===== src/rtl/if_stage.sv =====
// Instruction-fetch stage: fetch PC, imem valid/ready requests and the IF/ID register.
// Optional misaligned-fetch fault detection is enabled by defining IF_MISALIGN_CHECK_EN.
module if_stage #(
   parameter logic [31:0] RESET_PC = 32'h0000_0000,
   parameter logic [31:0] NOP_INST = 32'h0000_0013
) (
   input  logic        clk,
   input  logic        rst,
   input  logic [31:0] npc,
   input  logic        stall,
   input  logic        flush,
   output logic [31:0] pc,
   output logic        imem_req,
   output logic [31:0] imem_addr,
   input  logic        imem_ready,
   input  logic [31:0] imem_rdata,
   output logic        ifid_valid,
   output logic [31:0] ifid_pc,
   output logic [31:0] ifid_inst,
   output logic        ifid_misalign
);

   localparam logic [1:0] S_FETCH = 2'd0;
   localparam logic [1:0] S_HOLD  = 2'd1;
   localparam logic [1:0] S_DRAIN = 2'd2;

   logic [1:0]  state_r, state_s;
   logic [31:0] pc_r, pc_s;
   logic [31:0] redir_r, redir_s;
   logic [31:0] buf_r, buf_s;
   logic        buf_mis_r, buf_mis_s;
   logic        ifid_valid_r, ifid_valid_s;
   logic [31:0] ifid_pc_r, ifid_pc_s;
   logic [31:0] ifid_inst_r, ifid_inst_s;
   logic        ifid_mis_r, ifid_mis_s;
   logic        mis_s;
   logic        resp_s;
   logic [31:0] word_s;
   logic        load_s;
   logic [31:0] ld_inst_s;
   logic        ld_mis_s;

`ifdef IF_MISALIGN_CHECK_EN
   assign mis_s = (state_r == S_FETCH) && (pc_r[1:0] != 2'b00);
`else
   assign mis_s = 1'b0;
`endif

   // A misaligned fetch behaves like an immediate response carrying a NOP.
   assign resp_s    = (state_r == S_FETCH) && (mis_s || imem_ready);
   assign word_s    = mis_s ? NOP_INST : imem_rdata;
   assign imem_req  = !rst && (((state_r == S_FETCH) && !mis_s) || (state_r == S_DRAIN));
   assign imem_addr = {pc_r[31:2], 2'b00};

   assign pc            = pc_r;
   assign ifid_valid    = ifid_valid_r;
   assign ifid_pc       = ifid_pc_r;
   assign ifid_inst     = ifid_inst_r;
   assign ifid_misalign = ifid_mis_r;

   // Fetch control: next state, PC, redirect target and stall buffer.
   always_comb begin
      state_s   = state_r;
      pc_s      = pc_r;
      redir_s   = redir_r;
      buf_s     = buf_r;
      buf_mis_s = buf_mis_r;
      load_s    = 1'b0;
      ld_inst_s = buf_r;
      ld_mis_s  = buf_mis_r;
      case (state_r)
         S_FETCH: begin
            if (flush) begin
               if (resp_s) begin
                  pc_s = npc;
               end else begin
                  redir_s = npc;
                  state_s = S_DRAIN;
               end
            end else if (resp_s) begin
               if (stall) begin
                  buf_s     = word_s;
                  buf_mis_s = mis_s;
                  state_s   = S_HOLD;
               end else begin
                  load_s    = 1'b1;
                  ld_inst_s = word_s;
                  ld_mis_s  = mis_s;
                  pc_s      = npc;
               end
            end else begin
               state_s = S_FETCH;
            end
         end
         S_HOLD: begin
            if (flush) begin
               pc_s    = npc;
               state_s = S_FETCH;
            end else if (!stall) begin
               load_s  = 1'b1;
               pc_s    = npc;
               state_s = S_FETCH;
            end else begin
               state_s = S_HOLD;
            end
         end
         S_DRAIN: begin
            // A flush coinciding with the wrong-path response redirects straight to npc.
            if (imem_ready) begin
               pc_s    = flush ? npc : redir_r;
               state_s = S_FETCH;
            end else if (flush) begin
               redir_s = npc;
            end else begin
               redir_s = redir_r;
            end
         end
         default: begin
            state_s = S_FETCH;
         end
      endcase
   end

   // IF/ID update with priority flush > stall > load > bubble.
   always_comb begin
      ifid_valid_s = ifid_valid_r;
      ifid_pc_s    = ifid_pc_r;
      ifid_inst_s  = ifid_inst_r;
      ifid_mis_s   = ifid_mis_r;
      if (flush) begin
         ifid_valid_s = 1'b0;
         ifid_inst_s  = NOP_INST;
         ifid_mis_s   = 1'b0;
      end else if (stall) begin
         ifid_valid_s = ifid_valid_r;
      end else if (load_s) begin
         ifid_valid_s = 1'b1;
         ifid_pc_s    = pc_r;
         ifid_inst_s  = ld_inst_s;
         ifid_mis_s   = ld_mis_s;
      end else begin
         ifid_valid_s = 1'b0;
         ifid_inst_s  = NOP_INST;
         ifid_mis_s   = 1'b0;
      end
   end

   // State registers with synchronous reset.
   always_ff @(posedge clk) begin
      if (rst) begin
         state_r      <= S_FETCH;
         pc_r         <= RESET_PC;
         redir_r      <= 32'h0000_0000;
         buf_r        <= NOP_INST;
         buf_mis_r    <= 1'b0;
         ifid_valid_r <= 1'b0;
         ifid_pc_r    <= 32'h0000_0000;
         ifid_inst_r  <= NOP_INST;
         ifid_mis_r   <= 1'b0;
      end else begin
         state_r      <= state_s;
         pc_r         <= pc_s;
         redir_r      <= redir_s;
         buf_r        <= buf_s;
         buf_mis_r    <= buf_mis_s;
         ifid_valid_r <= ifid_valid_s;
         ifid_pc_r    <= ifid_pc_s;
         ifid_inst_r  <= ifid_inst_s;
         ifid_mis_r   <= ifid_mis_s;
      end
   end

endmodule


===== config.mk =====
export PLATFORM = sky130hd
export DESIGN_NAME = if_stage
export DESIGN_NICKNAME = d
export VERILOG_FILES = /design/src/rtl/if_stage.sv
export SDC_FILE = /design/constraint.sdc
export NUM_CORES = 1
export LEC_CHECK = 0
export CAP_MARGIN = 20
export CORE_MARGIN = 2
export CORE_UTILIZATION = 35
export CTS_BUF_LIST = sky130_fd_sc_hd__clkbuf_8
export DETAILED_ROUTE_END_ITERATION = 8
export PLACE_DENSITY = 0.69
export SLEW_MARGIN = 15
export SYNTH_ARGS = -nofsm -noshare
export SYNTH_HDL_FRONTEND = slang
export SYNTH_SLANG_ARGS = --single-unit

===== constraint.sdc =====
create_clock -name clk -period 1.7 [get_ports clk]
set_input_delay 0.425 -clock clk [delete_from_list [all_inputs] [get_ports clk]]
set_output_delay 0.425 -clock clk [all_outputs]
set_load 0.005 [all_outputs]

==> results of run 1 <==
-- layer usage --
layer | GRT usage | vias to the layer above | share of wire
met4 | 0.0577 | 0 | 0.015
met1 | 0.257 | 3107 | 0.44
met3 | 0.0523 | 26 | 0.069
met2 | 0.334 | 229 | 0.48
met5 | 0 | - | 0
li1 | - | 3190 | -
-- worst paths after layout --
kind | start | to | slack (ns) | cells past startpoint
setup / recovery | stall | pc[20] | 0.006 | 5
hold / removal | rst | pc[30] | 0.36 | 3
setup reg to reg | state_r[0] | buf_r[24] | 0.08 | 5
hold reg to reg | ifid_inst[13] | ifid_inst[13] | 0.44 | 2
-- cell usage after synthesis (all sizes together) (3+ instances only) --
library cell	n
dfxtp	163
nand2	159
a21oi	93
o21ai	90
clkbuf	66
nand3	61
buf	49
a311oi	32
a31oi	32
mux2i	29
nor3b	5
and3	4
a211o	3
mux2	3
o22a	3
or3b	3
-- report_power, final --
part / switching, mW / internal, mW / total (mW)
clock: 1.44 / 1.53 / 2.97
combinational: 0.687 / 0.713 / 1.40
sequential: 0.103 / 3.98 / 4.09
-- final cells by class --
cell class,count,area (µm²),share of cell area
inverter,1,3.75,0.000382
multi-input combinational,533,3110,0.317
tap,265,332,0.0337
sequential,163,3350,0.341
clock inverter,13,159,0.0162
clock buffer,19,262,0.0266
timing repair buffer,281,2620,0.266
-- sequential cells by signal (all words and copies together), names as in the netlist --
register and count:
buf_r 32, ifid_inst 32, ifid_pc 32, ifid_valid 1
pc 32, redir_r 32, state_r 2
-- critical path, stage by stage --
cell and delay, ns:
clkdlybuf4s50_1 0.55, or3b_4 0.41, and3_2 0.25, buf_12 0.17, a311oi_2 0.22
-- what timing repair did --
action                     in CTS  in global routing
pin swaps                       0                  0
setup endpoints to repair     128                 50
hold buffers                    0                  0
gates resized for setup       195                 12
setup buffers                  33                  0
hold endpoints to repair        0                  0
-- cells by family after synthesis --
group | count (synthesis)
mux | 32
other cells | 1
flops | 163
simple gates | 242
compound gates | 256
buf+inv | 116
==> results.cfg, run 1 <==
[timing]
timing.hold.ws_ns = 0.361
tightest_slew_ns = 0.527
fmax_ghz = 0.590
finalWorstSetupSlack_ns = 0.00645
skew_ns = 0.0121
setup_viol = 0
setup-tns-final_ns = 0
finalCritPeriodShare = 0.996
drv_slew = 0
hold_viol_final = 0
rsz0062_at_grt = no
period_needed_ns = 1.69
relSlewSlack = 0.649

[clock_network]
clock_latency_ns = 0.45
cts_htree_levels = 4
clockRootBuffer = clkbuf_8
tritoncts = yes
clkTransAtPathRegs_ns = 0.08
clockBufferDepth = 2
cts_made_buffers = 17
clkSinkCount = 163

[yosys]
netlist_area_mm2 = 0.00694
ys_seq_elements = 163
synth-simple-area-share = 0.153
synth_top_family_by_area = compound AO/OA/AOI/OAI gates
avgSynthCellArea_um2 = 8.56
synthArstFlopShare = 0
synth_edf_count = 0
synth-main-ff-cell = dfxtp_1
syn_inst = 810
synthXorXnorAreaFrac = 0
synthDistinctLibCells = 34
yosysSeqAreaShare = 0.471
synthAdderAreaFrac = 0
synth-compound-area-share = 0.240
synth_top_cell_by_area = dfxtp_1
synthMuxAreaShare = 0.0467
yosys.area.top_type_share = 0.471
synth_area_leaders = dfxtp_1 47%, nand2_1 8.6%, a21oi_1 6.7%
yosysWarningCount = 0

[layout]
final_area_mm2 = 0.00984
area_growth_pct = 41.9
fin_util = 0.505
num_antenna_cells = 0
final_cells = 1275
drive_gt1_frac = 0.219
final_common_cell = nand2_1
nets = 1066
fillCellCount = 1883
final_cell_mix = 159 x nand2_1, 127 x dlygate4sd2_1, 107 x dfxtp_1

[status]
status = finished, final reports clean

[floorplanning]
die_h_um = 145
io_pins = 200
core_mm2 = 0.0195
die_w_um = 145
rows = 51
die_area_mm2 = 0.0210
start_util = 0.356

[run]
maxCapViolCount = 0

[setup_path]
path_class = in -> reg
crit_fanout = 17
worstSetupEndpointType = flop
required_ns = 2.05
worstPathArrival_ns = 2.04
crit_path_start_kind = input port

[drt]
vias = 6552
wl_per_cell_um = 16.5
drtIter0Drc = 511
vias_per_cell = 5.14
first_pass_iters = 7
routed_wl_um = 21000
drc = 0
ant_nets = 0

[place]
port_buffers = 196
dp_cells = 1210
place_congestion = 0.787
placed_cell_area_mm2 = 0.00923
dp_hpwl_um = 13400
place_ws_ns = -0.440

[pwr]
p_leak_nw = 4.08
powerDensity_mw_per_mm2 = 859
finalPower_mw = 8.45
ir_worst_vdd_v = 0.000512

[grt]
grt_overflow = 0
grt_max_degree = 71
grt_pass1_wl_um = 32900
grt_pass1_vias = 6223
antenna_found_initial = 0
track_usage = 0.201

[min_path]
min_path_type = in -> reg
(Power assumes the default switching activity.)
==> inputs of run 2 (changes only) <==
--- a/config.mk
+++ b/config.mk
@@ -6,11 +6,11 @@
 export NUM_CORES = 1
 export LEC_CHECK = 0
 export CAP_MARGIN = 20
-export CORE_MARGIN = 2
 export CORE_UTILIZATION = 35
 export CTS_BUF_LIST = sky130_fd_sc_hd__clkbuf_8
 export DETAILED_ROUTE_END_ITERATION = 8
-export PLACE_DENSITY = 0.69
+export DONT_BUFFER_PORTS = 1
+export PLACE_DENSITY = 0.56
 export SLEW_MARGIN = 15
 export SYNTH_ARGS = -nofsm -noshare
 export SYNTH_HDL_FRONTEND = slang
==> run 2 against run 1 <==
Compared with the run above: count of clock-buffer cells in the layout is the same; sequential cell count did not move; clock power is essentially flat; critical path depth down 1; via count shrank 17%.
==> results.cfg, run 2 (synthesis results as in run 1) <==
[drt]
first_pass_iters = 6
wl_per_cell_um = 18.2
drc = 0
vias_per_cell = 5.30
drtIter0Drc = 305
routed_wl_um = 18800
ant_nets = 0
vias = 5452

[clock_network]
clkTransAtPathRegs_ns = 0.09
clock_latency_ns = 0.45
clkSinkCount = 163
tritoncts = yes
clockRootBuffer = clkbuf_8
clockBufferDepth = 2
cts_htree_levels = 4
cts_made_buffers = 17

[timing]
setup-tns-final_ns = 0
hold_viol_final = 0
drv_slew = 0
finalWorstSetupSlack_ns = 0.142
finalCritPeriodShare = 0.917
setup_viol = 0
period_needed_ns = 1.56
fmax_ghz = 0.642
rsz0062_at_grt = no
skew_ns = 0.0115

[setup_path]
slowest_delay_ns = 0.58
worstPathArrival_ns = 1.88
path_class = reg -> reg
crit_path_start_kind = flop
cp_cell_sequence = or4b_1, buf_4, o21ai_0, a21oi_1
worstSetupEndpointType = flop
crit_slowest_cell = or4b_1
required_ns = 2.03
crit_fanout = 17

[pwr]
powerDensity_mw_per_mm2 = 1040
p_leak_nw = 2.54
ir_worst_vdd_v = 0.000472

[place]
place_congestion = 0.723
port_buffers = 0
place_ws_ns = 0.141
dp_hpwl_um = 11400

[grt]
grt_overflow = 0
antenna_found_initial = 0
grt_pass1_vias = 5152
grt_max_degree = 126
grt_pass1_wl_um = 28300
track_usage = 0.182

[layout]
fillCellCount = 1965
drive_gt1_frac = 0.141
fin_util = 0.385
num_antenna_cells = 0
seqCellArea_mm2 = 0.00326
final_cell_mix = 163 x dfxtp_1, 159 x nand2_1, 93 x a21oi_1
multiInputGateArea_mm2 = 0.00310
nets = 820
final_common_cell = dfxtp_1
area_growth_pct = 7.92

[floorplanning]
die_area_mm2 = 0.0204
die_h_um = 143
io_pins = 200
die_w_um = 143
rows = 51
start_util = 0.356
core_mm2 = 0.0195

[min_path]
min_path_type = in -> reg

[status]
status = finished, final reports clean

[run]
maxCapViolCount = 0
[run 2: cell types whose count changed in the layout (fill, tap and decap cells not counted), moves of 4 or more]
| cell | change |
|---|---|
| dfxtp_4 | -7 |
| dlygate4sd2_1 | -127 |
| buf_12 | -6 |
| buf_4 | -48 |
| dfxtp_1 | +56 |
| dlygate4sd3_1 | +4 |
| dfxtp_2 | -49 |
| clkdlybuf4s50_1 | -65 |
| o21ai_0 | +6 |
| o21ai_1 | -6 |
[run 2: final cells by class]
type                    count  share of cell area
clock inverters            13              0.0199
inverters                   1            0.000502
repair buffers             35              0.0498
flip-flops and latches    163               0.436
multi-input cells         533               0.415
clock buffers              19              0.0349
well taps                 265              0.0443
[run 2: timing repair]
item	CTS	global route
endpoints found under the hold margin	9	3
setup buffers	0	0
gates resized for setup	0	1
hold buffers	2	2
endpoints found under the setup margin	0	1
[run 2: worst max-delay path: cells and delay by family (launching register included)]
family / cells / cell delay (ns)
and+or+nand+nor: 1 / 0.58
DFF: 1 / 0.38
AOI/OAI and AO/OA: 2 / 0.25
buffers and inverters: 1 / 0.23
[run 2: where the power goes]
group	leakage (nW)	total, mW	switching (mW)	internal, mW
registers	1.33	4.13	0.157	3.97
logic	0.996	0.721	0.416	0.306
clock network	0.211	2.94	1.52	1.42
total	2.54	7.79	2.10	5.69
[run 2: routing by layer]
layer / part of all wire / routed length [µm] / global-route usage
met5: 0 / 0 / 0
met4: 0.012 / 228 / 0.0606
met3: 0.076 / 1430 / 0.0684
met2: 0.47 / 8840 / 0.294
met1: 0.44 / 8270 / 0.221
[run 2: path summary, 6_finish.rpt]
path	startpoint	slack, ns	cells after the start	to
worst max-delay path	state_r[1]	0.14	4	buf_r[29]
worst max register to register	state_r[1]	0.14	4	buf_r[29]
worst min register to register	redir_r[22]	0.46	2	redir_r[22]
worst min-delay path	flush	0.05	1	ifid_valid
[run 2: metrics by stage]
stage	instances	area [µm²]	power [mW]	hold WS, ns
4_1_cts	1027	7460	7.89	0.000353
5_1_grt	1029	7480	8.14	-0.00392
3_5_place_dp	993	7030	4.94	0.440
3_3_place_gp	993	7030	4.93	0.436
6_report	1029	7480	7.79	0.0451
2_1_floorplan	812	6940	4.85	0.431
==> inputs of run 3 (changes only) <==
--- a/config.mk
+++ b/config.mk
@@ -10,6 +10,7 @@
 export CTS_BUF_LIST = sky130_fd_sc_hd__clkbuf_8
 export DETAILED_ROUTE_END_ITERATION = 8
 export DONT_BUFFER_PORTS = 1
+export GPL_TIMING_DRIVEN = 1
 export PLACE_DENSITY = 0.56
 export SLEW_MARGIN = 15
 export SYNTH_ARGS = -nofsm -noshare
==> results of run 3 <==
The final DEF is identical to that of run 2; final timing and power are the same.
